$ cat src/rtl/mem_port_pkg.sv
// Shared types and helpers for the mem_port load/store initiator.
// Provides the FSM state encoding, lane/counter widths and the byte lane helpers.
// Lanes are little-endian: lane n occupies bits [8n+7:8n] of a word.
package mem_port_pkg;

  typedef enum logic [2:0] {
    IDLE    = 3'd0,
    RD_WAIT = 3'd1,
    WR      = 3'd2,
    WR_WAIT = 3'd3,
    RESP    = 3'd4
  } state_t;

  localparam int LANE_W = 2;
  localparam int CNT_W  = 8;

  // Pick byte lane 'sel' out of a word.
  function automatic logic [7:0] byte_lane(input logic [31:0] word,
                                           input logic [LANE_W-1:0] sel);
    return word[{sel, 3'b000} +: 8];
  endfunction

  // Replace byte lane 'sel' of a word with 'b'.
  function automatic logic [31:0] merge_byte(input logic [31:0] word,
                                             input logic [LANE_W-1:0] sel,
                                             input logic [7:0] b);
    logic [31:0] w;
    w = word;
    w[{sel, 3'b000} +: 8] = b;
    return w;
  endfunction

endpackage

$ cat src/rtl/mem_port_lane.sv
// Byte lane datapath: extracts a load byte and merges a store byte into a word.
// Latency: purely combinational, no state.
// Backpressure: none; sign extension of byte loads when MEM_PORT_BYTE_SIGNEXT_EN is defined.
module mem_port_lane
  import mem_port_pkg::*;
(
  input  logic [31:0]       word,
  input  logic [LANE_W-1:0] sel,
  input  logic [7:0]        wr_byte,
  output logic [31:0]       load_ext,
  output logic [31:0]       merged
);

  logic [7:0] lane;

  // Extend the selected lane for loads and build the read-modify-write word for stores.
  always_comb begin
    lane = byte_lane(word, sel);
`ifdef MEM_PORT_BYTE_SIGNEXT_EN
    load_ext = {{24{lane[7]}}, lane};
`else
    load_ext = {24'h000000, lane};
`endif
    merged = merge_byte(word, sel, wr_byte);
  end

endmodule

$ cat src/rtl/mem_port.sv
// CPU-side load/store initiator for the word-addressed memory, byte stores via read-modify-write.
// Latency: load 2 cycles accept->resp at READ_LATENCY=1 with mem_ready high; waits bounded by TIMEOUT.
// Backpressure: one request in flight; req_ready low from accept until the cycle after resp_valid.
// Optional: MEM_PORT_BYTE_SIGNEXT_EN makes byte loads sign-extend (see mem_port_lane).
module mem_port
  import mem_port_pkg::*;
#(
  parameter int READ_LATENCY = 1,
  parameter int TIMEOUT      = 15
) (
  input  logic        clock,
  input  logic        reset,
  input  logic        req_valid,
  output logic        req_ready,
  input  logic        req_write,
  input  logic        req_byte,
  input  logic [31:0] req_addr,
  input  logic [31:0] req_wdata,
  output logic        resp_valid,
  output logic [31:0] resp_rdata,
  output logic        resp_error,
  output logic [31:0] mem_addr_read,
  output logic [31:0] mem_addr_write,
  output logic        mem_en_write,
  output logic [31:0] mem_data_write,
  output logic        mem_write_byte,
  input  logic [31:0] mem_out,
  input  logic        mem_ready,
  input  logic        mem_written
);

  localparam logic [CNT_W-1:0] RL_M1   = CNT_W'(READ_LATENCY - 1);
  localparam logic [CNT_W-1:0] TO_CNT  = CNT_W'(TIMEOUT);
  localparam logic [CNT_W-1:0] CNT_MAX = {CNT_W{1'b1}};

  state_t           state;
  logic [CNT_W-1:0] cnt;
  logic             lat_write;
  logic             lat_byte;
  logic [31:0]      lat_addr;
  // Only the low byte of store data outlives the accept cycle; word stores
  // are written straight from req_wdata when the request is accepted.
  logic [7:0]       lat_wbyte;

  logic [31:0]      lane_load;
  logic [31:0]      lane_merged;

  // The sampled memory word is consumed in the same edge it is captured:
  // it lands either in resp_rdata (loads) or mem_data_write (byte stores).
  mem_port_lane u_lane (
    .word     (mem_out),
    .sel      (lat_addr[LANE_W-1:0]),
    .wr_byte  (lat_wbyte),
    .load_ext (lane_load),
    .merged   (lane_merged)
  );

  // Request FSM with registered handshake and memory outputs.
  always_ff @(posedge clock or posedge reset) begin
    if (reset) begin
      state          <= IDLE;
      cnt            <= '0;
      lat_write      <= 1'b0;
      lat_byte       <= 1'b0;
      lat_addr       <= '0;
      lat_wbyte      <= '0;
      req_ready      <= 1'b1;
      resp_valid     <= 1'b0;
      resp_rdata     <= '0;
      resp_error     <= 1'b0;
      mem_addr_read  <= '0;
      mem_addr_write <= '0;
      mem_en_write   <= 1'b0;
      mem_data_write <= '0;
      mem_write_byte <= 1'b0;
    end else begin
      case (state)
        IDLE: begin
          if (req_valid && req_ready) begin
            lat_write <= req_write;
            lat_byte  <= req_byte;
            lat_addr  <= req_addr;
            lat_wbyte <= req_wdata[7:0];
            req_ready <= 1'b0;
            cnt       <= '0;
            if (!req_byte && (req_addr[1:0] != 2'b00)) begin
              // Misaligned word access never reaches memory.
              state      <= RESP;
              resp_valid <= 1'b1;
              resp_error <= 1'b1;
              resp_rdata <= '0;
            end else if (req_write && !req_byte) begin
              state          <= WR;
              mem_en_write   <= 1'b1;
              mem_addr_write <= {req_addr[31:2], 2'b00};
              mem_data_write <= req_wdata;
              mem_write_byte <= 1'b0;
            end else begin
              state         <= RD_WAIT;
              mem_addr_read <= {req_addr[31:2], 2'b00};
            end
          end
        end

        RD_WAIT: begin
          if ((cnt >= RL_M1) && mem_ready) begin
            mem_addr_read <= '0;
            cnt           <= '0;
            if (lat_write) begin
              state          <= WR;
              mem_en_write   <= 1'b1;
              mem_addr_write <= {lat_addr[31:2], 2'b00};
              mem_data_write <= lane_merged;
              mem_write_byte <= lat_byte;
            end else begin
              state      <= RESP;
              resp_valid <= 1'b1;
              resp_rdata <= lat_byte ? lane_load : mem_out;
            end
          end else if (cnt == TO_CNT) begin
            state         <= RESP;
            mem_addr_read <= '0;
            resp_valid    <= 1'b1;
            resp_error    <= 1'b1;
            resp_rdata    <= '0;
          end else if (cnt != CNT_MAX) begin
            cnt <= cnt + 1'b1;
          end
        end

        WR: begin
          mem_en_write <= 1'b0;
          cnt          <= '0;
          if (mem_written) begin
            state          <= RESP;
            resp_valid     <= 1'b1;
            resp_rdata     <= '0;
            mem_addr_write <= '0;
            mem_data_write <= '0;
            mem_write_byte <= 1'b0;
          end else begin
            state <= WR_WAIT;
          end
        end

        WR_WAIT: begin
          if (mem_written || (cnt == TO_CNT)) begin
            state          <= RESP;
            resp_valid     <= 1'b1;
            resp_error     <= !mem_written;
            resp_rdata     <= '0;
            mem_addr_write <= '0;
            mem_data_write <= '0;
            mem_write_byte <= 1'b0;
          end else if (cnt != CNT_MAX) begin
            cnt <= cnt + 1'b1;
          end
        end

        RESP: begin
          state      <= IDLE;
          resp_valid <= 1'b0;
          resp_error <= 1'b0;
          resp_rdata <= '0;
          req_ready  <= 1'b1;
        end

        default: begin
          state     <= IDLE;
          req_ready <= 1'b1;
        end
      endcase
    end
  end

endmodule
$ cat config.mk
export PLATFORM = sky130hd
export DESIGN_NAME = mem_port
export DESIGN_NICKNAME = d
export VERILOG_FILES = /design/src/rtl/mem_port_pkg.sv /design/src/rtl/mem_port_lane.sv /design/src/rtl/mem_port.sv
export SDC_FILE = /design/constraint.sdc
export NUM_CORES = 1
export LEC_CHECK = 0
export CAP_MARGIN = 20
export CORE_MARGIN = 5
export CORE_UTILIZATION = 25
export CTS_BUF_LIST = sky130_fd_sc_hd__clkbuf_8
export DETAILED_ROUTE_END_ITERATION = 8
export PLACE_DENSITY_LB_ADDON = 0.1
export SLEW_MARGIN = 20
export SYNTH_ARGS = -nofsm -noshare
export SYNTH_HDL_FRONTEND = slang
export SYNTH_SLANG_ARGS = --single-unit
$ cat constraint.sdc
create_clock -name clock -period 10.6 [get_ports clock]
set_input_delay 2.12 -clock clock [delete_from_list [all_inputs] [get_ports clock]]
set_output_delay 2.12 -clock clock [all_outputs]
set_load 0.02 [all_outputs]
# == Word level (Yosys, flattened, before mapping) ==
# Index checks and enable logic that the tools add are counted.
# word_totals
reg_bits,186
inputBits,103
output_inout_bits,133
elab_cells,136
# op_classes
addsub,2
order_cmp,1
n_eq_ne,21
n_shift,3
n_mux,69
bitwise_logic,1
n_reduce_logical,24
# ops
cell,count
32-bit two-way mux,22
32-bit one-hot mux with 4 select lines,2
32-bit one-hot mux with 5 select lines,1
32-bit one-hot mux with 2 select lines,1
8-bit two-way mux,5
32-bit bitwise mux,1
8-bit one-hot mux with 4 select lines,1
"8-bit by 7-bit variable shift with 32-bit output, first input constant",1
32-bit by 6-bit variable part select with 8-bit output,1
8-bit by 7-bit variable part select with 32-bit output,1
"2-bit != test, second input constant",12
1-bit two-way mux,22
3-bit two-way mux,7
3-bit one-hot mux with 4 select lines,1
6-bit AND reduction,2
"3-bit != test, second input constant",3
"8-bit by 1-bit adder with 8-bit output, second input constant",1
"8-bit by 4-bit == test with 1-bit output, second input constant",1
"8-bit by 1-bit >= comparator with 1-bit output, second input constant",1
"8-bit != test, second input constant",1
1-bit one-hot mux with 4 select lines,2
8-bit AND reduction,1
4-bit nonzero test,2
5-bit negation with 7-bit output,1
other kinds (21),28

# == Depth between registers and ports, before layout ==
# depth
depth_word,6
depth_mapped,10
mapped_depth_nobuf,7

# == By module ==
# A second synthesis with hierarchy kept.
# unflattened
hier_cells,849
area_unflattened_um2,9140.0
# by_module_without_submodules
mod,n_inst,cells_each,area_per_inst_um2,seq_area_each_um2
mem_port,1,762,8299.2,4555.6
mem_port_lane,1,87,840.8,0.0

# == Worst setup path after synthesis ==
# No wires, ideal clock.
# synth_path
path_type,input port to flip-flop
start,input port req_addr[0]
end,register resp_rdata[10]
setup_time_ns,0.125
arrival_time_ns,3.328
t_required_ns,10.475
path_slack_ns,7.146
cell_stages,5
path_buffers,1
cell_sequence,o21bai_1 -> nand2_1 -> o2111ai_4 -> buf_6 -> mux2_4
# synth_between
elab_chain_cells,4
# synth_rtl
item,line,text
"start, declared",mem_port.sv:17,"input logic [31:0] req_addr,"
2-bit nonzero test,mem_port.sv:86,if (!req_byte && (req_addr[1:0] != 2'b00)) begin
1-bit logical AND,mem_port.sv:86,
2-bit != test (no line),--,
7-bit AND reduction (no line),--,
"end signal, assigned",mem_port.sv:118,resp_rdata <= lat_byte ? lane_load : mem_out;
"end, declared",mem_port.sv:20,"output logic [31:0] resp_rdata,"
# No other way between the ends.
# A chain may end at the register's enable or synchronous reset.

# == Final worst setup path ==
# layout_path
start,input port req_addr[0]
end,register mem_addr_write[13]
# layout_between
elab_chain_cells,4
# layout_rtl
item,line,text
2-bit nonzero test,mem_port.sv:86,
1-bit logical AND,mem_port.sv:86,
2-bit != test (no line),--,
8-bit AND reduction (no line),--,
"end signal, assigned",mem_port.sv:95,"mem_addr_write <= {req_addr[31:2], 2'b00};"
"end signal, assigned",mem_port.sv:112,"mem_addr_write <= {lat_addr[31:2], 2'b00};"
"end, declared",mem_port.sv:23,"output logic [31:0] mem_addr_write,"
# No other way between the ends.

==> results.rst <==
.. list-table::
   :header-rows: 1

   * - Metric
     - Value
   * - Worst-case reg-to-reg path depth
     - 7
   * - Initial standard-cell utilization of the core
     - 25.3%
   * - Capture endpoint of the worst hold path
     - mem_addr_read[30]$_DFFE_PP0P_
   * - Mean Syn Cell Area
     - 10.1 um2
   * - Smallest hold slack
     - 0.490 ns
   * - Most area-consuming cells after synthesis
     - sky130_fd_sc_hd__dfrtp_1, sky130_fd_sc_hd__nand2_1, sky130_fd_sc_hd__a21oi_1
   * - Smallest setup slack after layout
     - 6.14 ns
   * - CP Data Required Time
     - 11.00 ns
   * - Overall die area
     - 38700 um2
   * - Commonest cells after routing, fill and taps aside
     - sky130_fd_sc_hd__clkdlybuf4s50_1, sky130_fd_sc_hd__dfrtp_1, sky130_fd_sc_hd__nand2_1, sky130_fd_sc_hd__nor2_1, sky130_fd_sc_hd__a21oi_1
   * - Post-route design area
     - about 12000 um2
   * - Synth async-reset ratio
     - 100%
   * - Worst R2R Setup Slack
     - 7.58 ns
   * - Post-layout net count
     - 1164
   * - Number of warning messages in the yosys log
     - 0
   * - Share of power burned in registers
     - roughly a third
   * - Sink Count
     - 182
   * - Count of hold buffers inserted by post-cts repair
     - 0
   * - Total area of multi-input combinational cells
     - about 3700 um2
   * - Filler cell count in the final layout
     - 3589
   * - Number of endpoints with negative hold slack in the final report
     - 0
   * - Placed Area
     - 11400 um2
   * - First-pass GRT wire length
     - 45700 um
   * - Crit Path Class
     - input port to flip-flop
   * - H-tree depth
     - 4
   * - Maximum count of clock buffers along a single path
     - 2
   * - Vias
     - roughly 7000
   * - Worst hold path type
     - flip-flop to flip-flop
   * - Total Power
     - 3.57 mW
   * - Clock share of power
     - 15.6%
   * - Clock latency on the worst-skew pair
     - 0.48 ns
   * - Residual DRC
     - 0
   * - Ratio of routed vias to standard cells
     - approximately 4.6
   * - Drt first pass iters
     - 5
   * - Post-route minimum period
     - 4.46 ns
   * - Post-detailed-route count of antenna-violating nets
     - 0
   * - Post-layout utilization of the core
     - 34.4%
   * - Main flop type after synthesis
     - sky130_fd_sc_hd__dfrtp_1
   * - Maximum number of pins on one net before global-route repair
     - 120
   * - Worst-case headroom to the max-slew limit
     - 37.3%
   * - Vias in the first global route
     - slightly above 7000
   * - Final Non-Filler Cells
     - 1523
   * - Internal power component
     - 2.06 mW
   * - Library cell with the largest summed area after synthesis
     - sky130_fd_sc_hd__dfrtp_1
   * - Final clock skew
     - about 0.016 ns
   * - Worst hold path startpoint
     - mem_addr_read[30]$_DFFE_PP0P_
   * - Clock transition at the registers of the reported paths
     - 0.10 ns
   * - Maximum resistive drop on vdd
     - 0.0000930 V
   * - Clk Tree Root Cell
     - sky130_fd_sc_hd__clkbuf_8
   * - Grt ovf
     - 0
   * - Top achievable clock speed
     - between 200 and 250 MHz
   * - Fraction of the yosys area taken by sequential cells
     - 52.2%
   * - # IOs
     - 236
   * - Clock tree from TritonCTS
     - built
   * - Horiz. Die Dim
     - 197 um
   * - Fin. max-slew vios
     - 0
   * - GP Congestion
     - 0.771
   * - Commonest non-fill, non-tap cell in the layout
     - sky130_fd_sc_hd__clkdlybuf4s50_1
   * - Die span in y
     - 197 um
   * - Number of flops mapped to enable cells by yosys
     - 0
   * - Type of destination of the critical path
     - flip-flop
   * - Outcome
     - complete, no violations
   * - Netlist area before placement
     - a little under 9000 um2
   * - Post-CTS resize count
     - 0
   * - Top fanout value on the critical path
     - 68
   * - Number of buffers added for setup after CTS
     - 0
   * - Number of instances in the synthesized netlist
     - 860
   * - Unrepaired setup endpoints after global routing
     - no
   * - Switching part of the total
     - about 42%
   * - Crit Reg-Reg Endpoint
     - mem_addr_write[13]$_DFFE_PP0P_
   * - Routed WL per cell
     - 19.6 um
   * - Max Cap Viol
     - 0
   * - Setup violation total in the final timing report
     - 0
   * - Setup Total Neg Slack
     - 0 ns
   * - Port Buffer Count
     - 231
   * - Slew at the pin closest to its max-slew limit
     - 0.941 ns
   * - Clock buffer count from CTS
     - 17
   * - Post-detailed-placement half-perimeter wirelength
     - between 20000 and 25000 um
   * - Synthesized flop and latch total
     - 182
   * - PwrDens
     - 302 nW/um2
   * - Critical path arrival
     - between 4 and 5 ns
   * - First-iteration detailed-routing DRC count
     - 392
   * - Post-synth top area share
     - between 50% and 60%
   * - Comb power frac
     - 50.2%
   * - Number of cells on the worst hold path
     - 2
   * - Number of instances in the placed design
     - 1491
   * - Start of the worst register-to-register path
     - state[2]$_DFFE_PP0P_
   * - Area of the core
     - 34500 um2
   * - Count of inserted antenna diode cells
     - 0
   * - Storage cell area
     - 4560 um2
   * - WL final
     - ~30000 um
   * - Yosys cell types
     - 60
   * - Layout cell share with drive strength beyond 1
     - 9.27%
   * - Period Utilization, post-route
     - approximately 42%
   * - Combined global-route utilization of all metal layers
     - 15.2%
   * - DP Worst Slack
     - about 5.7 ns
   * - Static leakage
     - 5.01 nW
   * - Number of antenna violations at the first check in global routing
     - 3
   * - Area Overhead vs Synth
     - 35.7%
   * - Net switching power of the design
     - 1.52 mW
   * - Row count
     - 68
   * - Crit start category
     - input port
## kinds of logic (layout without fill, tap and decap cells)
kind of cell	after synthesis	count (layout)	synth area share, %
other	1	4	0.0430
AO/OA/AOI/OAI	248	248	18.8
flip-flops	182	182	52.2
adder cells (fa/ha/maj)	6	6	0.861
XOR/XNOR	1	1	0.100
AND/OR/NAND/NOR	246	246	12.4
buffers and inverters	99	304	5.17
multiplexers	77	77	10.4
## Yosys cell counts, drive strengths merged (2+ instances only)
master / instances
mux2: 61
a31oi: 17
a211oi: 9
nand2b: 5
nor2b: 12
nand2: 104
ha: 6
a2bb2oi: 24
a21oi: 75
and3: 4
and4: 2
o21a: 3
a22oi: 44
or3: 2
clkbuf: 33
o22ai: 8
o21bai: 2
dfrtp: 181
o32ai: 2
nand3: 5
buf: 34
mux2i: 16
nor3: 15
o21ai: 39
inv: 32
a21o: 4
a22o: 10
or2: 2
nor2: 88
## registers in the layout (all words and copies together), names as in the netlist, 3 cells and up
name            cells
cnt                 8
lat_wbyte           8
mem_addr_write     30
resp_rdata         32
mem_addr_read      30
state               3
mem_data_write     32
lat_addr           32
## cell type report
class                      count  area share, %
multi-input combinational    582           31.7
tap                          455           4.81
inverter                      32           1.08
timing repair buffer         240           20.1
sequential                   182           38.5
clock buffer                  17           1.98
clock inverter                15           1.89
## power by group through the flow
| stage | sequential [mW] | clock, mW | combinational [mW] |
|---|---|---|---|
| 2_1_floorplan | 1.41 | 0 | 0.899 |
| 3_3_place_gp | 1.24 | 0 | 1.82 |
| 3_5_place_dp | 1.24 | 0 | 1.82 |
| 4_1_cts | 1.23 | 0.580 | 1.83 |
| 5_1_grt | 1.26 | 0.605 | 1.96 |
| 6_report | 1.22 | 0.557 | 1.79 |
## layer usage
layer	GRT usage (%)	part of all wire (%)	wire length, um
met3	4.36	6.1	1800
met5	0	0.11	34
met1	21.6	47	14100
met4	2.77	0.87	259
met2	23.6	46	13600
## worst max path at each step
stage	start	to	slack [ns]
final	req_addr[0]	mem_addr_write[13]$_DFFE_PP0P_	6.14
after global routing	req_addr[0]	mem_addr_write[18]$_DFFE_PP0P_	5.80
after CTS	req_addr[0]	mem_addr_write[13]$_DFFE_PP0P_	6.19
after detailed placement	req_addr[0]	mem_addr_write[13]$_DFFE_PP0P_	5.67
after global placement	req_addr[0]	mem_addr_write[28]$_DFFE_PP0P_	5.72
after floorplan	reset	cnt[0]$_DFFE_PP0P_	3.54
## critical path: stages
cell and delay, ns:
sky130_fd_sc_hd__clkdlybuf4s50_1 0.45, sky130_fd_sc_hd__o21bai_1 0.40, sky130_fd_sc_hd__nor2_1 0.14, sky130_fd_sc_hd__nor4b_2 0.29, sky130_fd_sc_hd__buf_4 0.51, sky130_fd_sc_hd__buf_4 0.66, sky130_fd_sc_hd__nor2_1 0.09, sky130_fd_sc_hd__a21oi_1 0.14
(Power assumes the default switching activity.)
